[config.mk]
export PLATFORM = sky130hd
export DESIGN_NAME = step_sequencer
export DESIGN_NICKNAME = d
export VERILOG_FILES = /design/src/rtl/step_sequencer_pkg.sv /design/src/rtl/step_sequencer_edge_det.sv /design/src/rtl/step_sequencer.sv
export SDC_FILE = /design/constraint.sdc
export NUM_CORES = 1
export LEC_CHECK = 0
export ABC_AREA = 1
export CORE_ASPECT_RATIO = 1.1
export CORE_UTILIZATION = 41
export CTS_BUF_LIST = sky130_fd_sc_hd__clkbuf_16
export CTS_CLUSTER_SIZE = 20
export DETAILED_ROUTE_END_ITERATION = 16
export GPL_ROUTABILITY_DRIVEN = 0
export HOLD_SLACK_MARGIN = 0.03
export PLACE_DENSITY = 0.68
export SYNTH_ARGS = -nofsm -noshare
export SYNTH_HDL_FRONTEND = slang
export SYNTH_HIERARCHICAL = 1
export SYNTH_SLANG_ARGS = --single-unit
[constraint.sdc]
create_clock -name clk -period 1.6 [get_ports clk]
set_input_delay 0.32 -clock clk [delete_from_list [all_inputs] [get_ports clk]]
set_output_delay 0.32 -clock clk [all_outputs]
set_load 0.1 [all_outputs]
[src/rtl/step_sequencer_pkg.sv]
// rtl/step_sequencer_pkg.sv - seq_pkg: sequencer state encoding and default counter width
package seq_pkg;

    // Sequencer states: waiting for a trigger, handshaking with the solver, halted on a solution
    typedef enum logic [1:0] {
        IDLE = 2'd0,
        WAIT = 2'd1,
        DONE = 2'd2
    } seq_state_t;

    localparam int SEQ_CNT_W_DEF = 16;

endpackage

[src/rtl/step_sequencer_edge_det.sv]
// rtl/step_sequencer_edge_det.sv - edge_det: single-register rising-edge detector
module edge_det (
    input  logic clk,
    input  logic rst_n,
    input  logic x,
    output logic rise
);

    logic x_q;

    // Previous-cycle copy of x; resets low so an input already high out of reset reads as a rise
    always_ff @(posedge clk or negedge rst_n) begin
        if (!rst_n) begin
            x_q <= 1'b0;
        end else begin
            x_q <= x;
        end
    end

    assign rise = x & ~x_q;

endmodule

[src/rtl/step_sequencer.sv]
// rtl/step_sequencer.sv - step_sequencer: trigger-to-step req/ack pacing; SEQ_OVERRUN_CNT_EN adds ovr_cnt
module step_sequencer
    import seq_pkg::*;
#(
    parameter int CNT_W = SEQ_CNT_W_DEF
) (
    input  logic             clk,
    input  logic             rst_n,
    input  logic             slow_in,
    input  logic             run_sw,
    input  logic             step_btn,
    input  logic             clr,
    output logic             step_req,
    input  logic             step_ack,
    input  logic             solved,
    output logic             busy,
    output logic             done,
`ifdef SEQ_OVERRUN_CNT_EN
    output logic [CNT_W-1:0] ovr_cnt,
`endif
    output logic [CNT_W-1:0] step_cnt
);

    seq_state_t state;
    logic       rise_slow;
    logic       rise_btn;
    logic       trig;

    edge_det u_slow_edge (
        .clk   (clk),
        .rst_n (rst_n),
        .x     (slow_in),
        .rise  (rise_slow)
    );

    edge_det u_btn_edge (
        .clk   (clk),
        .rst_n (rst_n),
        .x     (step_btn),
        .rise  (rise_btn)
    );

    // Only the source selected by run_sw can trigger; the other is ignored entirely
    assign trig = run_sw ? rise_slow : rise_btn;

    // Step FSM with registered handshake/status outputs; clr overrides everything
    always_ff @(posedge clk or negedge rst_n) begin
        if (!rst_n) begin
            state    <= IDLE;
            step_req <= 1'b0;
            busy     <= 1'b0;
            done     <= 1'b0;
            step_cnt <= '0;
        end else if (clr) begin
            state    <= IDLE;
            step_req <= 1'b0;
            busy     <= 1'b0;
            done     <= 1'b0;
            step_cnt <= '0;
        end else begin
            case (state)
                IDLE: begin
                    if (trig) begin
                        state    <= WAIT;
                        step_req <= 1'b1;
                        busy     <= 1'b1;
                    end
                end
                WAIT: begin
                    // Triggers here (including the ack edge itself) are dropped, never queued
                    if (step_ack) begin
                        step_cnt <= step_cnt + CNT_W'(1);
                        step_req <= 1'b0;
                        busy     <= 1'b0;
                        if (solved) begin
                            state <= DONE;
                            done  <= 1'b1;
                        end else begin
                            state <= IDLE;
                        end
                    end
                end
                DONE: begin
                    // Halted until clr or reset
                end
                default: begin
                    state    <= IDLE;
                    step_req <= 1'b0;
                    busy     <= 1'b0;
                    done     <= 1'b0;
                end
            endcase
        end
    end

`ifdef SEQ_OVERRUN_CNT_EN
    logic drop;

    assign drop = trig && (state != IDLE);

    // Saturating count of triggers that arrived while a step was pending or after a solution
    always_ff @(posedge clk or negedge rst_n) begin
        if (!rst_n) begin
            ovr_cnt <= '0;
        end else if (clr) begin
            ovr_cnt <= '0;
        end else if (drop && (ovr_cnt != {CNT_W{1'b1}})) begin
            ovr_cnt <= ovr_cnt + CNT_W'(1);
        end
    end
`else
    // Dropped triggers are silent in this build
`endif

endmodule

# == Word-level counts from Yosys, hierarchy flattened ==
# Cells that the tools add are included.
# word_totals
latch_bits,0
regBits,22
mem_bits_rw,0
rom_bits,0
output_inout_bits,19
memories,0
# classes
addsub,1
n_eq_ne,7
n_mux,17
magnitude_cmp,0
n_shift,0
n_reduce_logical,7
n_mul,0
div,0
bitwise,4
# ops
op,count
$mux 16,3
$add 16x1->16 const B,1
$ne 3x3->1 const B,3
$mux 2,4
$mux 1,7
$pmux 2 s3,1
$reduce_and 3->1,2
$reduce_bool 2->1,2
$pmux 1 s3,1
$and 1x1->1,2
$eq 2x1->1 const B,1
$eq 2x2->1 const B,1
$logic_not 2->1,1
$ne 2x1->1 const B,1
$ne 2x2->1 const B,1
$not 1->1,2
$pmux 1 s2,1
$reduce_and 2->1,1
$reduce_or 2->1,1

# == Logic depth before layout (Yosys ltp) ==
# Gate-level depths: netlist of the first run.
# depth
ltp_word,6
depth_mapped,9

# == Cells and area by module ==
# The synthesis of the first run kept the hierarchy.
# by_module_without_submodules
mod,cells_per_inst,n_inst,area_each_um2
step_sequencer,151,1,1098.6
edge_det,3,2,35.0

# == Worst setup path before layout of the first run ==
# OpenSTA, ideal clock, no wires.
# synth_timing
path_type,register -> register
from,register step_cnt[1]
to,register step_cnt[14]
arrival_time_ns,1.901
required_ns,1.479
synth_period_minus_slack_ns,2.022
setup_slack_ns,-0.422
path_stages_with_launch,9
path_buffers,0
path_cell_list,dfrtp_1 -> ha_1 -> nand3_1 -> nor2_2 -> nand2_2 -> nor2_2 -> nand2_1 -> nand2_1 -> nor2_1
# synth_via
elab_chain_cells,4
# synth_lines
element,line,rtl
from (decl),step_sequencer.sv:21,output logic [CNT_W-1:0] step_cnt
from (signal assigned),step_sequencer.sv:72,step_cnt <= step_cnt + CNT_W'(1);
$add 16x1->16,step_sequencer.sv:72,
$mux 16,step_sequencer.sv:71,if (step_ack) begin
$mux 16,step_sequencer.sv:61,case (state)
$mux 16,step_sequencer.sv:54,end else if (clr) begin
# No other way between the ends. The select of a mux whose other input is x is not followed.
# A chain may end at the register's enable or synchronous reset.

# == Final worst setup path of the first run ==
# layout_timing
from,register step_cnt[0]
to,register step_cnt[8]
# Same word-level chain as after synthesis.

==> results of run 1 <==
-- critical path, stage by stage, from the launching register on --
cell and delay [ps]:
dfrtp_4 500, ha_1 230, nand3_1 160, inv_1 80, nand2_1 80, nor2_1 40, o21ai_0 170, nor2_1 70
-- sequential cells by signal (all words and copies together), names as in the netlist --
name             flops
busy                 1
state                1
step_cnt            16
u_btn_edge/x_q       1
u_slow_edge/x_q      1
done                 1
-- logic make-up (layout without fill, tap and decap cells) --
group	after synthesis	in the layout	share of synthesized area
AND/OR/NAND/NOR	103	103	0.410
flip-flops	21	21	0.450
buffers and inverters	19	52	0.0653
AO/OA/AOI/OAI	12	12	0.0568
adder cells (fa/ha/maj)	1	1	0.0107
XOR/XNOR	1	1	0.00750
-- synthesized netlist by cell type --
cell type | number | area share
inv_1 | 16 | 0.051
nand2_4 | 2 | 0.019
nor3b_1 | 4 | 0.026
and2_1 | 1 | 0.0054
nor2_1 | 35 | 0.11
inv_2 | 1 | 0.0032
nand3_2 | 1 | 0.0086
nand4_1 | 3 | 0.016
o22ai_1 | 1 | 0.0054
nor2_4 | 2 | 0.019
o21ai_0 | 7 | 0.030
buf_2 | 1 | 0.0043
nor2_2 | 5 | 0.027
ha_1 | 1 | 0.011
buf_4 | 1 | 0.0064
nand2_2 | 3 | 0.016
nand3_1 | 7 | 0.030
nand2_1 | 39 | 0.13
xnor2_1 | 1 | 0.0075
or2_1 | 1 | 0.0054
dfrtp_1 | 21 | 0.45
o211ai_1 | 1 | 0.0064
a21oi_1 | 2 | 0.0086
o21bai_1 | 1 | 0.0064
-- where the power goes --
group          internal (mW)  switching (mW)  total [mW]
registers              0.557          0.0314       0.589
clock network          0.336           0.192       0.528
logic                  0.117           0.209       0.325
total                   1.01           0.432        1.44
-- path summary, 6_finish.rpt --
check | startpoint | endpoint | slack (ps) | cells past startpoint
hold / removal | rst_n | step_cnt[3] | 410 | 2
min in group clk | slow_in | u_slow_edge/x_q | 530 | 1
setup reg to reg | step_cnt[0] | step_cnt[8] | 160 | 7
max in group asynchronous | rst_n | step_cnt[1] | 950 | 2
setup / recovery | step_cnt[0] | step_cnt[8] | 160 | 7
hold reg to reg | step_cnt[2] | step_cnt[2] | 590 | 2
-- per-layer routing --
layer  track usage  wire length (µm)
met2         0.354              1380
met1         0.276              1160
met5             0                 0
met3        0.0262               104
met4         0.102                58
-- cells in the final DEF (no fill, tap or decap), drive strengths merged, types with 2 or more instances in the layout --
master	Yosys	layout
clkdlybuf4s50	0	7
clkbuf	0	3
dfrtp	21	21
nand4	3	3
o21ai	7	7
nor2	42	42
nand2	44	44
nand3	8	8
nor3b	4	4
inv	17	17
buf	2	24
a21oi	2	2
-- final cells by class --
class	instances	area share
Clock buffer	3	0.0420
Clock inverter	1	0.00280
Inverter	17	0.0357
Multi-Input combinational cell	117	0.317
Sequential cell	21	0.307
Tap cell	31	0.0217
Timing Repair Buffer	31	0.273
==> summary.txt, run 1 <==
Status
  – Status: finished clean

Global routing
  – Total GRT Usage: 0.215
  – Initial antenna violation count: 0
  – Number of global-route vias before repair: 1074
  – Largest net degree at the start of global routing: 22
  – Global-route wire length before repair: 4810 µm
  – GRT overflow: 0

Layout
  – Area of the multi-input gates: 567 µm²
  – Register Area: 549 µm²
  – ANT cells: 0
  – Fin area: 1790 µm²
  – Filler cells: 207
  – Finished Layout Cells: 221
  – Final core utilization: 0.690
  – Share of layout cells above drive strength 1: 0.300
  – Layout Area Growth over Synthesis: 52.9%
  – # nets final: 200

Detailed routing
  – Drt via density: 5.02
  – DRC violations left: 0
  – Vias: 1109
  – Average routed wire per standard cell: 12.2 µm
  – WL final: 2700 µm
  – DRT iter0 DRCs: 32
  – DRT antenna net count: 0
  – Iteration count of the initial detailed-routing pass: 4

Floorplan
  – Die W: 52.9 µm
  – Number of placement rows: 19
  – Starting Density: 0.451
  – Die area: 3070 µm²
  – IO Pins: 27
  – Die Ht: 58.0 µm
  – Core Box Area: 2590 µm²

Clock tree
  – CTS Sinks: 21
  – CTS root buffer: clkbuf_16
  – Worst-Skew Late Latency: 250 ps
  – Num CTS Buffers: 3
  – CTS clk-pin slew, worst paths: 60 ps
  – Setup Buffers After CTS: 0
  – TritonCTS clock tree: yes
  – Hold-fix buffers at CTS: 0
  – CTS max path bufs: 2
  – CTS resizes: 0
  – H-tree Lvls: 1

Synth
  – Sequential area share after synthesis: 0.450
  – Syn_area_per_cell: 7.44 µm²
  – Cells after Synth: 157
  – Syn_nets: 166
  – #FFs+latches synth: 21
  – Cell Area, Synth: 1170 µm²
  – Cell variety after synth: 24
  – Yosys Warn Count: 6

Power and ir drop
  – PwrDens: 807 nW/µm²
  – VDD IR max: 739 µV
  – Static Leak: 0.747 nW
  – Final Power: 1.44 mW

Placed design
  – Dpl cells: 217
  – Placed Area: 1710 µm²
  – Dpl hpwl: 2040 µm
  – Pre-CTS WS: 9.41 ps
  – Port buffer count: 26

Timing
  – Least-Margin Pin Slew: 276 ps
  – Final hold vios: 0
  – Hold Slack: 407 ps
  – Fin Setup TNS: 0 ps
  – RSZ-0062 raised after global routing: no
  – Worst Skew: 2.09 ps
  – Setup violations, final: 0
  – Fmax: 694 MHz
  – Slew margin rel.: 0.816
  – Max-slew violation total from the final report: 0
  – Post-route setup slack: 159 ps
  – Period utilization: 0.901
  – Clock period minus worst slack: 1440 ps

Setup path
  – Required time worst endpoint: 1730 ps
  – CP Capture Type: flop
  – Critical path class: flop to flop
  – Worst-path fanout max: 4
  – Crit path DAT: 1580 ps
  – CP Launch Type: flop

Flow run
  – Max Cap Viol: 0

Hold path
  – Worst hold path class: input port to async pin
(Power assumes the default switching activity.)
==> run 2, diff against run 1 <==
--- a/config.mk
+++ b/config.mk
@@ -6,6 +6,7 @@
 export NUM_CORES = 1
 export LEC_CHECK = 0
 export ABC_AREA = 1
+export CAP_MARGIN = 10
 export CORE_ASPECT_RATIO = 1.1
 export CORE_UTILIZATION = 41
 export CTS_BUF_LIST = sky130_fd_sc_hd__clkbuf_16
==> results of run 2 <==
No change in the layout: final DEF, timing and power equal those of run 1.
